File: src/rtl/muldiv_pkg.sv
// rtl/muldiv_pkg.sv - shared encodings and constants for the iterative multiply/divide unit
package muldiv_pkg;

    localparam int unsigned XLEN  = 32;
    localparam int unsigned ITERS = 32;
    localparam logic [4:0]  LAST_ITER = 5'(ITERS - 1);

    typedef enum logic [1:0] {
        OP_MULT  = 2'b00,
        OP_MULTU = 2'b01,
        OP_DIV   = 2'b10,
        OP_DIVU  = 2'b11
    } md_op_e;

    typedef enum logic [1:0] {
        ST_IDLE = 2'b00,
        ST_CALC = 2'b01,
        ST_FIN  = 2'b10
    } md_state_e;

    function automatic logic [XLEN-1:0] cond_neg32(input logic [XLEN-1:0] v, input logic neg);
        return neg ? (~v + 32'd1) : v;
    endfunction

endpackage

File: src/rtl/muldiv_step.sv
// rtl/muldiv_step.sv - one radix-2 step per cycle: shift-add multiply or restoring divide on magnitudes
module muldiv_step
    import muldiv_pkg::*;
(
    input  logic            clk,
    input  logic            rst,
    input  logic            load_i,
    input  logic            step_i,
    input  logic            is_div_i,
    input  logic [XLEN-1:0] a_i,
    input  logic [XLEN-1:0] b_i,
    output logic [XLEN-1:0] acc_o,
    output logic [XLEN-1:0] q_o
);

    logic [XLEN-1:0] acc_q, acc_d;
    logic [XLEN-1:0] q_q, q_d;
    logic [XLEN-1:0] b_q, b_d;
    logic [XLEN:0]   mul_sum;
    logic [XLEN:0]   div_shift;
    logic [XLEN-1:0] div_sub;
    logic            div_ge;

    // Multiply keeps {acc,q} as a right-shifting product/multiplier pair;
    // divide shifts the dividend out of q into the partial remainder acc.
    always_comb begin
        mul_sum   = {1'b0, acc_q} + (q_q[0] ? {1'b0, b_q} : 33'd0);
        div_shift = {acc_q, q_q[XLEN-1]};
        div_ge    = (div_shift >= {1'b0, b_q});
        div_sub   = div_shift[XLEN-1:0] - b_q;

        acc_d = acc_q;
        q_d   = q_q;
        b_d   = b_q;
        if (load_i) begin
            acc_d = '0;
            q_d   = a_i;
            b_d   = b_i;
        end else if (step_i) begin
            if (is_div_i) begin
                acc_d = div_ge ? div_sub : div_shift[XLEN-1:0];
                q_d   = {q_q[XLEN-2:0], div_ge};
            end else begin
                acc_d = mul_sum[XLEN:1];
                q_d   = {mul_sum[0], q_q[XLEN-1:1]};
            end
        end
    end

    always_ff @(posedge clk or posedge rst) begin
        if (rst) begin
            acc_q <= '0;
            q_q   <= '0;
            b_q   <= '0;
        end else begin
            acc_q <= acc_d;
            q_q   <= q_d;
            b_q   <= b_d;
        end
    end

    assign acc_o = acc_q;
    assign q_o   = q_q;

endmodule

File: src/rtl/muldiv_ctrl.sv
// rtl/muldiv_ctrl.sv - MULT/MULTU/DIV/DIVU sequencer with sign fix-up and the HI/LO registers
module muldiv_ctrl
    import muldiv_pkg::*;
(
    input  logic            clk,
    input  logic            rst,
    input  logic            req_i,
    input  logic [1:0]      op_i,
    input  logic [XLEN-1:0] a_i,
    input  logic [XLEN-1:0] b_i,
    input  logic            flush_i,
    input  logic [1:0]      mthl_i,
    output logic [XLEN-1:0] hi_o,
    output logic [XLEN-1:0] lo_o,
    output logic            busy_o,
    output logic            done_o,
    output logic            stall_o
);

    md_state_e       state_q, state_d;
    logic [4:0]      cnt_q, cnt_d;
    logic            is_div_q, is_div_d;
    logic            neg_res_q, neg_res_d;
    logic            neg_rem_q, neg_rem_d;
    logic            b_zero_q, b_zero_d;
    logic [XLEN-1:0] hi_q, hi_d;
    logic [XLEN-1:0] lo_q, lo_d;

    logic            op_signed;
    logic            a_neg;
    logic            b_neg;
    logic [XLEN-1:0] a_abs;
    logic [XLEN-1:0] b_abs;
    logic            load;
    logic            step;
    logic [XLEN-1:0] acc;
    logic [XLEN-1:0] quo;
    logic [63:0]     prod_fix;
    logic [XLEN-1:0] quot_fix;
    logic [XLEN-1:0] rem_fix;

    assign op_signed = (op_i == OP_MULT) || (op_i == OP_DIV);
    assign a_neg     = op_signed & a_i[XLEN-1];
    assign b_neg     = op_signed & b_i[XLEN-1];
    assign a_abs     = cond_neg32(a_i, a_neg);
    assign b_abs     = cond_neg32(b_i, b_neg);

    muldiv_step u_step (
        .clk      (clk),
        .rst      (rst),
        .load_i   (load),
        .step_i   (step),
        .is_div_i (is_div_q),
        .a_i      (a_abs),
        .b_i      (b_abs),
        .acc_o    (acc),
        .q_o      (quo)
    );

    // Divide-by-zero: the restoring loop already leaves |a| in the remainder,
    // so only the quotient needs forcing to all-ones.
    always_comb begin
        prod_fix = neg_res_q ? (~{acc, quo} + 64'd1) : {acc, quo};
        quot_fix = b_zero_q ? 32'hFFFF_FFFF : cond_neg32(quo, neg_res_q);
        rem_fix  = cond_neg32(acc, neg_rem_q);
    end

    always_comb begin
        state_d   = state_q;
        cnt_d     = '0;
        is_div_d  = is_div_q;
        neg_res_d = neg_res_q;
        neg_rem_d = neg_rem_q;
        b_zero_d  = b_zero_q;
        hi_d      = hi_q;
        lo_d      = lo_q;
        load      = 1'b0;
        step      = 1'b0;
        done_o    = 1'b0;

        case (state_q)
            ST_IDLE: begin
                if (req_i) begin
                    if (!flush_i) begin
                        load      = 1'b1;
                        is_div_d  = op_i[1];
                        neg_res_d = a_neg ^ b_neg;
                        neg_rem_d = a_neg;
                        b_zero_d  = (b_i == '0);
                        state_d   = ST_CALC;
                    end
                end else begin
                    if (mthl_i[1]) hi_d = a_i;
                    if (mthl_i[0]) lo_d = a_i;
                end
            end
            ST_CALC: begin
                if (flush_i) begin
                    state_d = ST_IDLE;
                end else begin
                    step  = 1'b1;
                    cnt_d = cnt_q + 5'd1;
                    if (cnt_q == LAST_ITER) state_d = ST_FIN;
                end
            end
            ST_FIN: begin
                state_d = ST_IDLE;
                if (!flush_i) begin
                    done_o = 1'b1;
                    if (is_div_q) begin
                        hi_d = rem_fix;
                        lo_d = quot_fix;
                    end else begin
                        hi_d = prod_fix[63:32];
                        lo_d = prod_fix[31:0];
                    end
                end
            end
            default: state_d = ST_IDLE;
        endcase
    end

    always_ff @(posedge clk or posedge rst) begin
        if (rst) begin
            state_q   <= ST_IDLE;
            cnt_q     <= '0;
            is_div_q  <= 1'b0;
            neg_res_q <= 1'b0;
            neg_rem_q <= 1'b0;
            b_zero_q  <= 1'b0;
            hi_q      <= '0;
            lo_q      <= '0;
        end else begin
            state_q   <= state_d;
            cnt_q     <= cnt_d;
            is_div_q  <= is_div_d;
            neg_res_q <= neg_res_d;
            neg_rem_q <= neg_rem_d;
            b_zero_q  <= b_zero_d;
            hi_q      <= hi_d;
            lo_q      <= lo_d;
        end
    end

    assign hi_o    = hi_q;
    assign lo_o    = lo_q;
    assign busy_o  = (state_q != ST_IDLE);
    assign stall_o = req_i & ~done_o & ~flush_i;

endmodule
File: config.mk
export PLATFORM = sky130hd
export DESIGN_NAME = muldiv_ctrl
export DESIGN_NICKNAME = d
export VERILOG_FILES = /design/src/rtl/muldiv_pkg.sv /design/src/rtl/muldiv_step.sv /design/src/rtl/muldiv_ctrl.sv
export SDC_FILE = /design/constraint.sdc
export NUM_CORES = 1
export LEC_CHECK = 0
export CORE_MARGIN = 8
export CORE_UTILIZATION = 55
export CTS_CLUSTER_SIZE = 30
export DETAILED_ROUTE_END_ITERATION = 6
export HOLD_SLACK_MARGIN = 0.15
export PLACE_DENSITY_LB_ADDON = 0.2
export SLEW_MARGIN = 20
export SYNTH_ARGS = -nofsm -noshare
export SYNTH_HDL_FRONTEND = slang
export SYNTH_SLANG_ARGS = --single-unit
File: constraint.sdc
create_clock -name clk -period 6.1 [get_ports clk]
set_input_delay 0.915 -clock clk [delete_from_list [all_inputs] [get_ports clk]]
set_output_delay 0.915 -clock clk [all_outputs]
set_load 0.05 [all_outputs]
==> results.md <==
* Sinks on Clock Net at 171
* Fill count at 2201
* Post-CTS repair timing setup buffer count at 0
* Floorplan die area at 0.03116 mm²
* Min Tclk post-route at 4.455 ns
* Worst vdd rail ir drop at 0.2483 mV
* Mapped Nets at 1952
* Biggest cell delay along the critical path at 0.90 ns
* Horizontal die dimension at 176.5 µm
* Quantity of hold-fixing buffers added after cts at 0
* Pwr dens at 441.4 mW/mm²
* Setup TNS at 0 ns
* Antenna-violating nets left at 0
* Die Y-Extent at 176.5 µm
* Total standard cell area after synthesis at 0.01417 mm²
* Global-route wire length before repair at 74580 µm
* Fmax at 224.5 MHz
* Required time worst endpoint at 6.48 ns
* Core outline area at 0.02525 mm²
* Vias in the first global route at 13.75k
* CP top delay family: compound AO/OA/AOI/OAI gates
* Cells taking the most area after synthesis: dfrtp_1 30%, o21ai_0 7.1%, xnor2_1 6.6%, ha_1 6.2%, nand2_1 6.2%
* Internal Dissipation at 0.003618 W
* Most frequent CP cell: nor2_1
* Critical Path Slowest Stage Cell: a2111oi_0
* Synth async-reset ratio at 100.0%
* Yosys top cell area share at 30.19%
* Vias per cell at 6.440
* Mean area per synthesized cell at 7.839 µm²
* Leakage Power at 7.003 nW
* Count of cell types in the netlist at 76
* Port Buf Inserts at 138
* Part of the Yosys area used for sequential elements at 30.19%
* Setup repair after global routing missed its margin: no
* Iteration-0 DRC Markers at 1508
* # IOs at 139
* Clock insertion delay at the later pin of the skew report at 0.44 ns
* Number of enable-type register cells in the synthesized netlist at 0
* H-Tree Depth at 4
* Chain of cells forming the critical path: inv_1 > buf_4 > nor2_1 > ha_1 > a211oi_1 > nor2_1 > o31ai_1 > o31ai_1 > a2111oi_0 > nor2_1 > a311oi_1 > mux2i_1 > o21a_1
* Fin. max-slew vios at 0
* Clk pin slew, worst setup/hold paths at 0.08 ns
* Sequential fraction of design power at 26.6%
* Maximum number of pins on one net before global-route repair at 103
* Post-synthesis instance total at 1808
* Clock skew at 0.01818 ns
* Sort of element at the start of the critical path: register
* Final Hold Vio Count at 0
* Worst Path Arrival at 4.83 ns
* Gp weighted congestion at 0.9692
* Antenna violations before repair at 0
* Hold slack at 0.4668 ns
* Cell accounting for the most synthesized area: dfrtp_1
* Area added between synthesis and finish at 14.95%
* Kind of end point of the critical path: register
* Number of register bits inferred by synthesis at 171
* DRC Markers at 0
* 1st-pass router iterations at 6
* Max-cap violation count at 0
* Switching power total at 0.003574 W
* Final critical-path share of the clock period at 73.03%
* Setup violations, final at 0
* Worst setup path category: reg -> reg
* CTS resizes at 0
* Top_reg_cell synth: dfrtp_1
* Total global routing track utilization at 30.01%
* Maximum fanout encountered on the critical timing path at 19
* Buffers plus inverters on the worst setup path at 2
* Clock tree root buffer cell: clkbuf_16
* Switching portion of total power at 49.69%
* Final wirelength at 47240 µm
* Min-Delay Path Class: reg -> reg
* Nets at 2019
* Via count at 14.28k
* Share of cells above drive strength 1 at 3.867%
* Combinational share of power at 58.0%
* Global route total overflow at 0
* Syn. warnings at 0
* Actual slew at the worst max-slew pin at 1.050 ns
* Result of the run: completed
* CTS tree: built
* Initial core utilization at 56.12%
* Post-detailed-placement half-perimeter wirelength at 35170 µm
* Clock buffers created by TritonCTS at 17
* Routed wirelength normalized by instance count at 21.30 µm
* # rows at 58
* Portion of total power attributed to the clock network at 15.4%
* Clock Path Buffers at 2
* Rel. slew slack at 29.85%
* N_diodes at 0
[worst paths after layout]
check | start | end | slack [ns] | cells past startpoint
setup / recovery | u_step.q_o[0]$_DFFE_PP0P_ | u_step.acc_o[30]$_DFFE_PP0P_ | 1.65 | 13
hold / removal | cnt_q[0]$_DFF_PP0_ | cnt_q[0]$_DFF_PP0_ | 0.47 | 1
setup reg to reg | u_step.q_o[0]$_DFFE_PP0P_ | u_step.acc_o[30]$_DFFE_PP0P_ | 1.65 | 13
hold reg to reg | cnt_q[0]$_DFF_PP0_ | cnt_q[0]$_DFF_PP0_ | 0.47 | 1
max in group asynchronous | rst | hi_o[27]$_DFFE_PP0P_ | 3.96 | 3
min in group asynchronous | rst | u_step.b_q[9]$_DFFE_PP0P_ | 1.03 | 2
[cell type report]
type	instances	area, µm²	share of cell area, %
repair buffers	152	1486	9.123
clock buffers	18	439.2	2.695
multi-input cells	1463	9260	56.83
well taps	330	412.9	2.534
inverters	70	267.8	1.643
clock inverters	14	146.4	0.8985
flip-flops and latches	171	4280	26.27
[layout by cell type, fill, tap and decap left out, drive strengths merged, types with 21 or more instances in the layout]
cell type,instances
nand3,25
dfrtp,171
nand2,233
mux2i,50
o21ai,205
o211ai,41
inv,78
nor2,151
ha,70
o22ai,29
a21oi,126
xnor2,106
a31oi,30
clkdlybuf4s50,138
xor2,64
nand2b,21
a21o,27
nor3,30
[power by group through the flow]
| stage | clock [W] | combinational (W) | sequential (W) |
|---|---|---|---|
| after floorplan | 0 | 0.00287 | 0.00198 |
| after CTS | 0.00111 | 0.00412 | 0.00189 |
| after detailed placement | 0 | 0.00409 | 0.00191 |
| after global routing | 0.00116 | 0.00455 | 0.00194 |
| after global placement | 0 | 0.00404 | 0.00189 |
| final | 0.00111 | 0.00417 | 0.00191 |
[cells by family (layout without fill, tap and decap cells)]
group | after synthesis | in the layout | synth area share (%)
and+or+nand+nor | 587 | 587 | 19.30
AOI/OAI and AO/OA | 583 | 583 | 25.26
buffers and inverters | 174 | 254 | 4.679
DFF | 171 | 171 | 30.19
xor gates and xnor gates | 170 | 170 | 10.50
adders and majority gates | 72 | 72 | 6.462
muxes | 51 | 51 | 3.611
[stage by stage]
step	util (%)	std cells	area, µm²	power (W)	setup WS, ns
after floorplan	-	1808	14170	0.004850	0.5532
after global placement	62.19	2186	15710	0.005929	1.986
after detailed placement	62.19	2186	15710	0.005994	1.824
after CTS	64.51	2218	16290	0.007116	1.796
after global routing	64.52	2218	16290	0.007644	1.360
final	64.52	2218	16290	0.007192	1.645
[synth_stat cells (4+ instances only)]
cell type	instances
nand2_1	233
o21ai_0	201
dfrtp_1	171
nor2_1	151
a21oi_1	126
xnor2_1	106
clkbuf_1	86
ha_1	70
inv_1	69
xor2_1	64
mux2i_1	50
o211ai_1	41
a31oi_1	30
nor3_1	30
o22ai_1	29
a21o_1	27
nand3_1	25
nand2b_1	20
o31ai_1	20
or3_1	20
nor4_1	19
and3_1	17
o21a_1	14
nor2b_1	13
buf_1	12
a22oi_1	11
o21bai_1	11
o41ai_1	11
and2_1	9
a211oi_1	8
nand4_1	8
or2_2	8
or4_1	8
a221o_1	7
o31a_1	6
a21boi_0	5
buf_2	5
a2111oi_0	4
a22o_1	4
nor4b_1	4
o21ai_1	4
[worst reg2reg max path, cell delays in order, from the launching register on]
cell       delay [ns]
dfrtp_1          0.47
inv_1            0.35
buf_4            0.33
nor2_1           0.09
ha_1             0.23
a211oi_1         0.28
nor2_1           0.13
o31ai_1          0.41
o31ai_1          0.29
a2111oi_0        0.90
nor2_1           0.18
a311oi_1         0.36
mux2i_1          0.23
o21a_1           0.15
[per-layer routing]
layer	part of all wire, %	routed length [µm]	GRT usage, %
met4	6.1	2902	17.30
met5	0	0	0
met3	8.0	3778	4.614
met2	46	21600	48.98
met1	40	18960	37.33
[sequential cells by signal (all words and copies together), names as in the netlist, 2 cells and up]
name	cells
cnt_q	5
lo_o	32
hi_o	32
u_step.b_q	32
u_step.acc_o	32
state_q	2
u_step.q_o	32
No activity file was read; power rests on OpenSTA's default activity.
